$ cat config.mk
export PLATFORM = sky130hd
export DESIGN_NAME = ppl_frame_ctrl_flat
export DESIGN_NICKNAME = d
export VERILOG_FILES = /design/src/rtl/ppl_frame_ctrl_pkg.sv /design/src/rtl/ppl_frame_ctrl_if.sv /design/src/rtl/ppl_frame_ctrl_pose_latch.sv /design/src/rtl/ppl_frame_ctrl.sv /design/src/flat_wrapper.sv
export SDC_FILE = /design/constraint.sdc
export NUM_CORES = 1
export LEC_CHECK = 0
export CAP_MARGIN = 30
export CORE_ASPECT_RATIO = 1.25
export CORE_MARGIN = 3
export CORE_UTILIZATION = 30
export DETAILED_ROUTE_END_ITERATION = 6
export DONT_BUFFER_PORTS = 1
export PLACE_DENSITY = 0.45
export REMOVE_ABC_BUFFERS = 1
export SYNTH_ARGS = -nofsm -noshare
export SYNTH_HDL_FRONTEND = slang
export SYNTH_SLANG_ARGS = --single-unit
export TNS_END_PERCENT = 10
$ cat constraint.sdc
create_clock -name clk_ppl -period 4.77 [get_ports clk_ppl]
set_clock_uncertainty 0.15 [all_clocks]
set_input_delay 0.477 -clock clk_ppl [delete_from_list [all_inputs] [get_ports clk_ppl]]
set_output_delay 0.477 -clock clk_ppl [all_outputs]
set_load 0.03 [all_outputs]
$ cat src/rtl/ppl_frame_ctrl_pkg.sv
// ---------------------------------------------------------------------------
// ppl_pkg
// Shared definitions for the ray-cast pipeline frame controller: the frame
// state encoding and the bus widths of pixels, block-map entries, position
// and view-angle values.
// ---------------------------------------------------------------------------
package ppl_pkg;

    localparam int PIX_W      = 20;
    localparam int BLK_ADDR_W = 15;
    localparam int BLK_ID_W   = 4;
    localparam int POS_W      = 16;
    localparam int ANG_W      = 20;

    // Frame scheduler states
    typedef enum logic [1:0] {
        ST_IDLE  = 2'd0,
        ST_LATCH = 2'd1,
        ST_RUN   = 2'd2,
        ST_DRAIN = 2'd3
    } frame_state_t;

endpackage

$ cat src/rtl/ppl_frame_ctrl_if.sv
// ---------------------------------------------------------------------------
// ppl_frame_ctrl_if
// Bundles every non-clock signal of the frame controller.
//   slave  : the controller side (pose/edit/frame inputs, snapshot and
//            block-map write outputs, status flags)
//   master : the game-logic / display / pipeline side
// ---------------------------------------------------------------------------
interface ppl_frame_ctrl_if;
    import ppl_pkg::*;

    logic                           frame_req;
    logic        [POS_W-1:0]        pos_x_in;
    logic        [POS_W-1:0]        pos_y_in;
    logic        [POS_W-1:0]        pos_z_in;
    logic signed [ANG_W-1:0]        ang_x_in;
    logic signed [ANG_W-1:0]        ang_y_in;
    logic                           ppl_valid;
    logic                           edit_req;
    logic        [BLK_ADDR_W-1:0]   edit_addr;
    logic        [BLK_ID_W-1:0]     edit_id;

    logic        [POS_W-1:0]        p_pos_x;
    logic        [POS_W-1:0]        p_pos_y;
    logic        [POS_W-1:0]        p_pos_z;
    logic signed [ANG_W-1:0]        p_angle_x;
    logic signed [ANG_W-1:0]        p_angle_y;
    logic                           ppl_rst;
    logic                           map_we;
    logic        [BLK_ADDR_W-1:0]   map_addr;
    logic        [BLK_ID_W-1:0]     map_wdata;
    logic                           edit_ack;
    logic                           frame_busy;
    logic                           frame_done;
    logic        [PIX_W-1:0]        pix_cnt;
    logic                           overrun;
    logic                           wdog_err;

    modport slave (
        input  frame_req, pos_x_in, pos_y_in, pos_z_in, ang_x_in, ang_y_in,
               ppl_valid, edit_req, edit_addr, edit_id,
        output p_pos_x, p_pos_y, p_pos_z, p_angle_x, p_angle_y, ppl_rst,
               map_we, map_addr, map_wdata, edit_ack, frame_busy, frame_done,
               pix_cnt, overrun, wdog_err
    );

    modport master (
        output frame_req, pos_x_in, pos_y_in, pos_z_in, ang_x_in, ang_y_in,
               ppl_valid, edit_req, edit_addr, edit_id,
        input  p_pos_x, p_pos_y, p_pos_z, p_angle_x, p_angle_y, ppl_rst,
               map_we, map_addr, map_wdata, edit_ack, frame_busy, frame_done,
               pix_cnt, overrun, wdog_err
    );

endinterface

$ cat src/rtl/ppl_frame_ctrl_pose_latch.sv
// ---------------------------------------------------------------------------
// ppl_pose_latch
// Five snapshot registers holding the player pose for one frame.
//   clk, rst        : pipeline clock, async active-high reset (clears to 0)
//   i_load          : capture all five inputs on this clock edge
//   i_pos_*/i_ang_* : live pose
//   o_pos_*/o_ang_* : frozen pose
// ---------------------------------------------------------------------------
module ppl_pose_latch
    import ppl_pkg::*;
(
    input  logic                    clk,
    input  logic                    rst,
    input  logic                    i_load,
    input  logic        [POS_W-1:0] i_pos_x,
    input  logic        [POS_W-1:0] i_pos_y,
    input  logic        [POS_W-1:0] i_pos_z,
    input  logic signed [ANG_W-1:0] i_ang_x,
    input  logic signed [ANG_W-1:0] i_ang_y,
    output logic        [POS_W-1:0] o_pos_x,
    output logic        [POS_W-1:0] o_pos_y,
    output logic        [POS_W-1:0] o_pos_z,
    output logic signed [ANG_W-1:0] o_ang_x,
    output logic signed [ANG_W-1:0] o_ang_y
);

    // Pose only moves when the controller opens the load window
    always_ff @(posedge clk or posedge rst) begin
        if (rst) begin
            o_pos_x <= '0;
            o_pos_y <= '0;
            o_pos_z <= '0;
            o_ang_x <= '0;
            o_ang_y <= '0;
        end else if (i_load) begin
            o_pos_x <= i_pos_x;
            o_pos_y <= i_pos_y;
            o_pos_z <= i_pos_z;
            o_ang_x <= i_ang_x;
            o_ang_y <= i_ang_y;
        end
    end

endmodule

$ cat src/rtl/ppl_frame_ctrl.sv
// ---------------------------------------------------------------------------
// ppl_frame_ctrl
// Frame-level scheduler for the ray-cast pipeline. Freezes the player pose
// once per frame, releases the pipeline for exactly H_DISP*V_DISP retired
// pixels plus a drain period, and grants block-map edits only while idle.
//   clk_ppl : pipeline clock
//   rst     : async active-high reset
//   bus     : ppl_frame_ctrl_if.slave (frame/pose/edit inputs, snapshot,
//             block-map write port, status flags)
// Optional feature: define PPL_FRAME_WDOG_EN to build the RUN watchdog
// (adds parameter WDOG_CYC); otherwise wdog_err is tied low.
// ---------------------------------------------------------------------------
module ppl_frame_ctrl
    import ppl_pkg::*;
#(
    parameter int H_DISP    = 1280,
    parameter int V_DISP    = 720,
    parameter int DRAIN_CYC = 16
`ifdef PPL_FRAME_WDOG_EN
    ,
    parameter int WDOG_CYC  = 4096
`endif
) (
    input  logic            clk_ppl,
    input  logic            rst,
    ppl_frame_ctrl_if.slave bus
);

    localparam logic [PIX_W-1:0] PIX_LAST   = PIX_W'(H_DISP * V_DISP - 1);
    localparam logic [7:0]       DRAIN_LAST = 8'(DRAIN_CYC - 1);
`ifdef PPL_FRAME_WDOG_EN
    localparam logic [15:0]      WDOG_LAST  = 16'(WDOG_CYC - 1);
    logic [15:0]                 r_wdogCnt;
    logic                        r_wdogErr;
`endif

    frame_state_t           r_state;
    logic                   r_pending;
    logic                   r_overrun;
    logic                   r_pplRst;
    logic                   r_frameBusy;
    logic                   r_frameDone;
    logic                   r_mapWe;
    logic [BLK_ADDR_W-1:0]  r_mapAddr;
    logic [BLK_ID_W-1:0]    r_mapWdata;
    logic [PIX_W-1:0]       r_pixCnt;
    logic [7:0]             r_drainCnt;
    logic                   w_load;

    assign w_load = (r_state == ST_LATCH);

    ppl_pose_latch u_pose (
        .clk     (clk_ppl),
        .rst     (rst),
        .i_load  (w_load),
        .i_pos_x (bus.pos_x_in),
        .i_pos_y (bus.pos_y_in),
        .i_pos_z (bus.pos_z_in),
        .i_ang_x (bus.ang_x_in),
        .i_ang_y (bus.ang_y_in),
        .o_pos_x (bus.p_pos_x),
        .o_pos_y (bus.p_pos_y),
        .o_pos_z (bus.p_pos_z),
        .o_ang_x (bus.p_angle_x),
        .o_ang_y (bus.p_angle_y)
    );

    // Frame FSM with all status outputs registered alongside the state.
    // frame_busy is tracked as its own register so it changes on exactly the
    // edges that enter/leave IDLE. map_we doubles as the "just acked" marker
    // that blocks a back-to-back grant.
    always_ff @(posedge clk_ppl or posedge rst) begin
        if (rst) begin
            r_state     <= ST_IDLE;
            r_pending   <= 1'b0;
            r_overrun   <= 1'b0;
            r_pplRst    <= 1'b1;
            r_frameBusy <= 1'b0;
            r_frameDone <= 1'b0;
            r_mapWe     <= 1'b0;
            r_mapAddr   <= '0;
            r_mapWdata  <= '0;
            r_pixCnt    <= '0;
            r_drainCnt  <= '0;
`ifdef PPL_FRAME_WDOG_EN
            r_wdogCnt   <= '0;
            r_wdogErr   <= 1'b0;
`endif
        end else begin
            r_mapWe     <= 1'b0;
            r_frameDone <= 1'b0;
            case (r_state)
                ST_IDLE: begin
                    if (bus.edit_req && !r_mapWe) begin
                        r_mapWe    <= 1'b1;
                        r_mapAddr  <= bus.edit_addr;
                        r_mapWdata <= bus.edit_id;
                    end
                    if (bus.frame_req || r_pending) begin
                        r_state     <= ST_LATCH;
                        r_pending   <= 1'b0;
                        r_frameBusy <= 1'b1;
                    end
                end
                ST_LATCH: begin
                    r_pixCnt <= '0;
                    r_pplRst <= 1'b0;
                    r_state  <= ST_RUN;
`ifdef PPL_FRAME_WDOG_EN
                    r_wdogCnt <= '0;
`endif
                end
                ST_RUN: begin
                    // The final pixel does not increment, so the count tops
                    // out at the last pixel index and never wraps.
                    if (bus.ppl_valid) begin
                        if (r_pixCnt == PIX_LAST) begin
                            r_state    <= ST_DRAIN;
                            r_drainCnt <= '0;
                        end else begin
                            r_pixCnt <= r_pixCnt + 1'b1;
                        end
`ifdef PPL_FRAME_WDOG_EN
                        r_wdogCnt <= '0;
                    end else if (r_wdogCnt == WDOG_LAST) begin
                        r_state     <= ST_IDLE;
                        r_pplRst    <= 1'b1;
                        r_frameBusy <= 1'b0;
                        r_frameDone <= 1'b1;
                        r_wdogErr   <= 1'b1;
                    end else begin
                        r_wdogCnt <= r_wdogCnt + 1'b1;
`endif
                    end
                end
                ST_DRAIN: begin
                    if (r_drainCnt == DRAIN_LAST) begin
                        r_state     <= ST_IDLE;
                        r_pplRst    <= 1'b1;
                        r_frameBusy <= 1'b0;
                        r_frameDone <= 1'b1;
                    end else begin
                        r_drainCnt <= r_drainCnt + 1'b1;
                    end
                end
                default: r_state <= ST_IDLE;
            endcase
            // Requests while busy collapse into one pending frame
            if ((r_state != ST_IDLE) && bus.frame_req) begin
                r_pending <= 1'b1;
                r_overrun <= 1'b1;
            end
        end
    end

    assign bus.ppl_rst    = r_pplRst;
    assign bus.map_we     = r_mapWe;
    assign bus.edit_ack   = r_mapWe;
    assign bus.map_addr   = r_mapAddr;
    assign bus.map_wdata  = r_mapWdata;
    assign bus.frame_busy = r_frameBusy;
    assign bus.frame_done = r_frameDone;
    assign bus.pix_cnt    = r_pixCnt;
    assign bus.overrun    = r_overrun;
`ifdef PPL_FRAME_WDOG_EN
    assign bus.wdog_err   = r_wdogErr;
`else
    assign bus.wdog_err   = 1'b0;
`endif

endmodule

$ cat src/flat_wrapper.sv
// flat-port wrapper written by rule: the top's interface ports become plain ports
module ppl_frame_ctrl_flat import ppl_pkg::*;
#(
    parameter int H_DISP    = 1280,
    parameter int V_DISP    = 720,
    parameter int DRAIN_CYC = 16

)
  (clk_ppl, rst, bus_frame_req, bus_pos_x_in, bus_pos_y_in, bus_pos_z_in, bus_ang_x_in, bus_ang_y_in, bus_ppl_valid, bus_edit_req, bus_edit_addr, bus_edit_id, bus_p_pos_x, bus_p_pos_y, bus_p_pos_z, bus_p_angle_x, bus_p_angle_y, bus_ppl_rst, bus_map_we, bus_map_addr, bus_map_wdata, bus_edit_ack, bus_frame_busy, bus_frame_done, bus_pix_cnt, bus_overrun, bus_wdog_err);
  ppl_frame_ctrl_if bus_i ();
  input  logic clk_ppl;
  input  logic rst;
  input wire logic [$bits(bus_i.frame_req)-1:0] bus_frame_req;
  input wire logic [$bits(bus_i.pos_x_in)-1:0] bus_pos_x_in;
  input wire logic [$bits(bus_i.pos_y_in)-1:0] bus_pos_y_in;
  input wire logic [$bits(bus_i.pos_z_in)-1:0] bus_pos_z_in;
  input wire logic [$bits(bus_i.ang_x_in)-1:0] bus_ang_x_in;
  input wire logic [$bits(bus_i.ang_y_in)-1:0] bus_ang_y_in;
  input wire logic [$bits(bus_i.ppl_valid)-1:0] bus_ppl_valid;
  input wire logic [$bits(bus_i.edit_req)-1:0] bus_edit_req;
  input wire logic [$bits(bus_i.edit_addr)-1:0] bus_edit_addr;
  input wire logic [$bits(bus_i.edit_id)-1:0] bus_edit_id;
  output wire logic [$bits(bus_i.p_pos_x)-1:0] bus_p_pos_x;
  output wire logic [$bits(bus_i.p_pos_y)-1:0] bus_p_pos_y;
  output wire logic [$bits(bus_i.p_pos_z)-1:0] bus_p_pos_z;
  output wire logic [$bits(bus_i.p_angle_x)-1:0] bus_p_angle_x;
  output wire logic [$bits(bus_i.p_angle_y)-1:0] bus_p_angle_y;
  output wire logic [$bits(bus_i.ppl_rst)-1:0] bus_ppl_rst;
  output wire logic [$bits(bus_i.map_we)-1:0] bus_map_we;
  output wire logic [$bits(bus_i.map_addr)-1:0] bus_map_addr;
  output wire logic [$bits(bus_i.map_wdata)-1:0] bus_map_wdata;
  output wire logic [$bits(bus_i.edit_ack)-1:0] bus_edit_ack;
  output wire logic [$bits(bus_i.frame_busy)-1:0] bus_frame_busy;
  output wire logic [$bits(bus_i.frame_done)-1:0] bus_frame_done;
  output wire logic [$bits(bus_i.pix_cnt)-1:0] bus_pix_cnt;
  output wire logic [$bits(bus_i.overrun)-1:0] bus_overrun;
  output wire logic [$bits(bus_i.wdog_err)-1:0] bus_wdog_err;
  assign bus_i.frame_req = bus_frame_req;
  assign bus_i.pos_x_in = bus_pos_x_in;
  assign bus_i.pos_y_in = bus_pos_y_in;
  assign bus_i.pos_z_in = bus_pos_z_in;
  assign bus_i.ang_x_in = bus_ang_x_in;
  assign bus_i.ang_y_in = bus_ang_y_in;
  assign bus_i.ppl_valid = bus_ppl_valid;
  assign bus_i.edit_req = bus_edit_req;
  assign bus_i.edit_addr = bus_edit_addr;
  assign bus_i.edit_id = bus_edit_id;
  assign bus_p_pos_x = bus_i.p_pos_x;
  assign bus_p_pos_y = bus_i.p_pos_y;
  assign bus_p_pos_z = bus_i.p_pos_z;
  assign bus_p_angle_x = bus_i.p_angle_x;
  assign bus_p_angle_y = bus_i.p_angle_y;
  assign bus_ppl_rst = bus_i.ppl_rst;
  assign bus_map_we = bus_i.map_we;
  assign bus_map_addr = bus_i.map_addr;
  assign bus_map_wdata = bus_i.map_wdata;
  assign bus_edit_ack = bus_i.edit_ack;
  assign bus_frame_busy = bus_i.frame_busy;
  assign bus_frame_done = bus_i.frame_done;
  assign bus_pix_cnt = bus_i.pix_cnt;
  assign bus_overrun = bus_i.overrun;
  assign bus_wdog_err = bus_i.wdog_err;
  ppl_frame_ctrl #(.H_DISP(H_DISP), .V_DISP(V_DISP), .DRAIN_CYC(DRAIN_CYC)) u_core (.clk_ppl(clk_ppl), .rst(rst), .bus(bus_i));
endmodule
==> results of run 1 <==
## cells in the mapped netlist, types with 3 or more instances
cell / n
dfrtp_1: 142
ha_1: 6
mux2i_1: 13
a21oi_1: 4
nor3_1: 5
buf_4: 3
nor2_1: 7
and3_1: 6
o21ai_0: 10
nand4_1: 8
nand3_1: 15
inv_1: 10
nand2_1: 90
mux2_2: 89
clkbuf_1: 15
and2_1: 4
a31oi_1: 8
## registers in the layout (all words and copies together), names as in the netlist
name / cells
u_core.u_pose.o_ang_y: 20
u_core.r_drainCnt: 8
u_core.r_state: 2
u_core.bus.map_wdata: 4
u_core.u_pose.o_pos_z: 16
u_core.bus.map_addr: 15
u_core.u_pose.o_ang_x: 20
u_core.r_pending: 1
u_core.u_pose.o_pos_x: 16
u_core.bus.edit_ack: 1
u_core.bus.ppl_rst: 1
u_core.u_pose.o_pos_y: 16
u_core.bus.frame_busy: 1
u_core.bus.pix_cnt: 20
u_core.bus.overrun: 1
u_core.bus.frame_done: 1
## layout make-up
class,count,area [um2]
repair buffers,7,60.1
flip-flops and latches,143,3580
well taps,261,327
multi-input cells,299,2200
fillers,1904,12200
inverters,10,42.5
diodes,1,2.50
clock buffers,18,439
clock inverters,14,170
## metal layers
layer / global-route usage / vias up
li1: - / 1660
met1: 0.147 / 1818
met2: 0.219 / 171
met3: 0.0625 / 29
met4: 0.0635 / 2
met5: 0 / -
## how the worst max path moves through the flow
stage	end	slack, ns
2_1_floorplan	u_core.bus.edit_ack	0.31
3_3_place_gp	u_core.bus.pix_cnt[18]	2.03
3_5_place_dp	u_core.bus.pix_cnt[17]	1.99
4_1_cts	u_core.bus.pix_cnt[17]	1.98
5_1_grt	u_core.bus.pix_cnt[17]	1.67
6_report	u_core.bus.pix_cnt[17]	1.98
## cell families (layout without fill, tap and decap cells)
group | Yosys count | in the layout | synth area share
and+or+nand+nor | 149 | 149 | 0.118
DFF | 143 | 143 | 0.605
muxes | 102 | 102 | 0.191
AOI/OAI and AO/OA | 39 | 39 | 0.0450
buffers and inverters | 32 | 49 | 0.0249
adders and majority gates | 6 | 6 | 0.0127
xor gates and xnor gates | 2 | 2 | 0.00296
other | 1 | 2 | 0.000634
## power breakdown
group          switching [mW]  total (mW)  internal, mW
Clock                   0.572        1.38         0.807
Combinational           0.547        1.18         0.634
Sequential               1.43        3.16          1.73
## stage by stage
stage / setup slack [ns] / total power [mW] / area, um2 / hold WS, ns / std cells
6_report: 1.98 / 5.72 / 6830 / 0.0204 / 753
5_1_grt: 1.67 / 6.03 / 6830 / 0.00425 / 753
4_1_cts: 1.98 / 5.80 / 6820 / 0.000472 / 752
3_5_place_dp: 1.99 / 4.40 / 6180 / 0.335 / 717
3_3_place_gp: 2.03 / 4.35 / 6180 / 0.330 / 717
2_1_floorplan: 0.307 / 4.03 / 5810 / 0.308 / 452
## layout by cell type (no fill, tap or decap), drive strengths merged, types with 3 or more instances in the layout
cell         count
nand2           90
clkbuf          18
nand4            8
nor3             5
buf              4
mux2i           13
nor4             3
inv             19
nor2             7
a21oi            4
dfrtp          142
a31oi            8
ha               6
dlygate4sd3      3
and3             6
mux2            89
and2             4
o21ai           10
nand3           15
## repair_timing
| item | 4_1_cts | 5_1_grt |
|---|---|---|
| endpoints found under the hold margin | 73 | 0 |
| resized for setup | 0 | 0 |
| hold buffers | 3 | 0 |
| endpoints found under the setup margin | 0 | 0 |
| buffers inserted | 0 | 0 |
==> impl_metrics.csv, run 1 <==
group,metric,value,unit
die,rows,56,
worst_setup_path,ff2ff_path_depth,6,
drt,ant_nets,0,
worst_setup_path,rrSetupSlack,1.98,ns
die,die_h,163,um
worst_setup_path,cp_num_buf_inv,0,
power_and_ir_drop,ir_worst_vdd,433,uV
timing,slew_headroom,0.272,
yosys,synth_cells,474,
global_routing,grt_usage,0.133,
yosys,synth-main-ff-cell,"dfrtp_1",
hold_path,hp-start,"bus_edit_addr[13]",
yosys,synth_edf_count,0,
layout,area_growth,15.3,%
yosys,avgSynthCellArea,12.5,um2
timing,hold_viol,0,
flow_run,max_cap_violations,0,
hold_path,holdPathEnd,"u_core.bus.map_addr[13]",
die,pin_count,246,
yosys,synth_seq_cells,143,
drt,first_pass_iters,4,
worst_setup_path,required,4.95,ns
timing,fmax,0.358,GHz
worst_setup_path,crit_fanout,19,
yosys,ys_top_cells_by_area,"dfrtp_1 (60%), mux2_2 (17%), nand2_1 (5.7%)",
worst_setup_path,crit_family,"simple AND/OR/NAND/NOR gates",
layout,final_nets,596,
worst_setup_path,path_class,"reg -> reg",
die,coreArea,19100,um2
drt,wire_per_inst,19.2,um
global_routing,grt_pass1_wl,22400,um
worst_setup_path,cp-start-kind,"flop",
status,status,"finished clean",
yosys,synthArstFlopShare,1.00,
global_routing,antenna_found_initial,2,
yosys,synthDistinctLibCells,47,
power_and_ir_drop,leakagePower,2.97,nW
worst_setup_path,critPathLaunch,"u_core.bus.pix_cnt[1]",
cts,ctsRootBufferMaster,"clkbuf_16",
timing,rsz0062_at_grt,"no",
timing,min_period,2.79,ns
timing,fin_setup_tns,0,ns
placed_design,gp_congestion,0.783,
drt,drt-met1-wl,5410,um
cts,cts.clk_slew.worst_paths,0.06,ns
drt,routed_wl,14400,um
yosys,synth_top_area_cell,"dfrtp_1",
worst_setup_path,slowest_stage,"dfrtp_1",
worst_setup_path,critPathArrivalTime,2.97,ns
drt,wl_met2,7320,um
timing,fin_crit_sh,0.585,
worst_setup_path,crit_path_max_incr_delay,0.60,ns
global_routing,grt.overflow.total,0,
layout,postLayoutCoreUtil,0.358,
hold_path,hold_path_depth,2,
cts,cts_sinks,143,
drt,num_vias,3680,
cts,cts_buffers,17,
drt,first_iter_violations,116,
global_routing,grt_pass1_vias,3909,
worst_setup_path,timing.rr.end,"u_core.bus.pix_cnt[17]",
timing,tightest_slew,1.08,ns
yosys,yosys.area.top_type_share,0.600,
yosys,yosys_warnings,0,
power_and_ir_drop,powerDensity,837,nW/um2
worst_setup_path,cp.depth,6,
placed_design,io_buffers,0,
cts,cts_max_level,4,
drt,top_layer,"met5",
timing,maxSlewViolCount,0,
layout,drive_above_1_share,0.275,
drt,wl_met3,1290,um
drt,drc,0,
worst_setup_path,crit_chain,"ha_1, nand3_1, nor3_1, a21boi_2, or2_0, a31oi_1",
cts,clock_latency,0.41,ns
die,initial_utilization,0.311,
worst_setup_path,critPathCaptureType,"flop",
cts,cts_tree,"done",
yosys,synth-seq-area-share,0.605,
global_routing,grt_max_degree,74,
die,dieArea,21500,um2
hold_path,hp-class,"in -> reg",
worst_setup_path,r2r-start,"u_core.bus.pix_cnt[1]",
drt,viasPerCell,4.89,
timing,finalSetupViolations,0,
yosys,netlist_area,5920,um2
placed_design,dp_hpwl,10400,um
cts,clockBufferDepth,2,
die,die_w,132,um
No activity file was read; power rests on OpenSTA's default activity.
==> run 2, diff against run 1 <==
--- a/config.mk
+++ b/config.mk
@@ -11,7 +11,7 @@
 export CORE_UTILIZATION = 30
 export DETAILED_ROUTE_END_ITERATION = 6
 export DONT_BUFFER_PORTS = 1
-export PLACE_DENSITY = 0.45
+export PLACE_DENSITY = 0.46
 export REMOVE_ABC_BUFFERS = 1
 export SYNTH_ARGS = -nofsm -noshare
 export SYNTH_HDL_FRONTEND = slang
==> constraint.sdc (replaced) <==
create_clock -name clk_ppl -period 2.25 [get_ports clk_ppl]
set_clock_uncertainty 0.15 [all_clocks]
set_input_delay 0.225 -clock clk_ppl [delete_from_list [all_inputs] [get_ports clk_ppl]]
set_output_delay 0.225 -clock clk_ppl [all_outputs]
set_load 0.03 [all_outputs]
==> run 2 against run 1 <==
First-iteration DRC count grew 80%. Core utilization grew 7.5 points. Global-route usage grew 1.2 points.
==> impl_metrics.csv, run 2 (synthesis results as in run 1) <==
group,metric,value,unit
status,status,"finished clean",
die,pin_count,246,
timing,hold_viol,0,
drt,routed_wl,15500,um
hold_path,hp-class,"in -> reg",
die,coreArea,19100,um2
placed_design,post-place-ws,0.000554,ns
worst_setup_path,worstSetupEndpoint,"u_core.r_state[1]",
timing,slew_headroom,0.598,
timing,whs,0.0472,ns
drt,num_vias,4170,
die,die_w,132,um
timing,fin_crit_sh,0.958,
die,dieArea,21500,um2
cts,cts.clk_slew.worst_paths,0.06,ns
timing,min_period,2.16,ns
power_and_ir_drop,powerDensity,1510,nW/um2
layout,final_nets,744,
drt,ant_nets,0,
layout,fillCellCount,1835,
layout,final_cell_mix,"dfrtp_1 (142), dlygate4sd3_1 (110), nand2_1 (90)",
worst_setup_path,cp-start-kind,"flop",
worst_setup_path,required,2.39,ns
flow_run,max_cap_violations,0,
placed_design,dp.cells,758,
worst_setup_path,ff2ff_path_depth,5,
layout,stdcell_count,900,
drt,viasPerCell,4.63,
placed_design,io_buffers,0,
worst_setup_path,rrSetupSlack,0.09,ns
layout,area_growth,39.5,%
cts,cts_buffers,17,
cts,clockBufferDepth,2,
power_and_ir_drop,leakagePower,3.65,nW
cts,ctsRootBufferMaster,"clkbuf_16",
die,die_h,163,um
layout,layout_commonest_cell,"dfrtp_1",
global_routing,grt_usage,0.145,
global_routing,grt.overflow.total,0,
placed_design,gp_congestion,0.778,
worst_setup_path,critPathArrivalTime,2.30,ns
worst_setup_path,critPathCaptureType,"flop",
timing,tightest_slew,0.602,ns
timing,maxSlewViolCount,0,
drt,drc,0,
drt,first_pass_iters,4,
global_routing,antenna_found_initial,0,
cts,cts_sinks,143,
timing,fin_setup_tns,0,ns
layout,antenna_cells,0,
placed_design,dp_hpwl,10800,um
timing,fmax,0.464,GHz
die,rows,56,
drt,first_iter_violations,209,
drt,wire_per_inst,17.2,um
worst_setup_path,critPathLaunch,"u_core.bus.pix_cnt[14]",
worst_setup_path,r2r-start,"u_core.bus.pix_cnt[14]",
cts,post-cts-setup-buffers,0,
worst_setup_path,crit_fanout,2,
global_routing,grt_pass1_wl,24800,um
power_and_ir_drop,ir_worst_vdd,744,uV
worst_setup_path,timing.rr.end,"u_core.r_state[1]",
die,initial_utilization,0.311,
cts,cts_max_level,4,
timing,worst_slack,0.0947,ns
global_routing,grt_max_degree,59,
cts,cts_tree,"done",
layout,drive_above_1_share,0.285,
timing,finalSetupViolations,0,
global_routing,grt_pass1_vias,4464,
cts,clock_latency,0.41,ns
timing,rsz0062_at_grt,"no",
worst_setup_path,path_class,"reg -> reg",
## run 2: cell types whose count changed in the layout (fill, tap and decap cells not counted), sizes merged
cell | previous run | this run
clkinv | 1 | 4
buf | 4 | 45
bufinv | 2 | 1
clkinvlp | 2 | 1
diode | 1 | 0
inv | 19 | 18
dlygate4sd3 | 3 | 110
## run 2: how the worst min path moves through the flow
| stage | start | end | depth (start not counted) |
|---|---|---|---|
| floorplan | bus_edit_addr[0] | u_core.bus.map_addr[0] | 2 |
| global placement | rst | u_core.u_pose.o_ang_x[2] | 1 |
| detailed placement | rst | u_core.u_pose.o_ang_x[2] | 1 |
| CTS | bus_ppl_valid | u_core.bus.pix_cnt[18] | 4 |
| global route | bus_ppl_valid | u_core.r_drainCnt[5] | 3 |
| finish | bus_ppl_valid | u_core.bus.pix_cnt[18] | 4 |
## run 2: through the flow
step | area, um2 | util | total power, mW
finish | 8260 | 0.433 | 12.5
global placement | 6540 | 0.343 | 9.47
CTS | 8230 | 0.432 | 12.6
global route | 8260 | 0.433 | 13.1
detailed placement | 6540 | 0.343 | 9.57
floorplan | 5810 | - | 8.54
## run 2: metal layers
metal	vias to the layer above	track usage	wire length, um
met5	-	0	0
met1	2058	0.162	5780
met3	24	0.0502	1060
li1	1960	-	-
met2	128	0.256	8320
met4	0	0.0568	321
## run 2: final cells by class
type,instances,area [um2],share of cell area
sequential,143,3580,0.433
multi-input combinational,299,2240,0.271
timing repair buffer,155,1490,0.180
clock buffer,18,439,0.0532
tap,261,327,0.0395
clock inverter,14,144,0.0174
inverter,10,42.5,0.00515
## run 2: power breakdown
group          switching [mW]  total [mW]  internal (mW)
combinational            1.46        3.15           1.70
clock                    1.20        2.79           1.59
sequential               2.86        6.53           3.67
total                    5.52        12.5           6.96
## run 2: worst max-delay path: stages (launching register included)
cell	delay [ns]
dfrtp_1	0.38
or4b_4	0.55
nor4_4	0.19
a31oi_2	0.16
a211oi_2	0.26
mux2_2	0.36
## run 2: timing repair
item / in CTS / in global routing
endpoints found under the hold margin: 166 / 0
cloned: 0 / 0
setup endpoints to repair: 1 / 13
resized for setup: 1 / 6
pin swaps: 0 / 2
hold buffers: 110 / 0
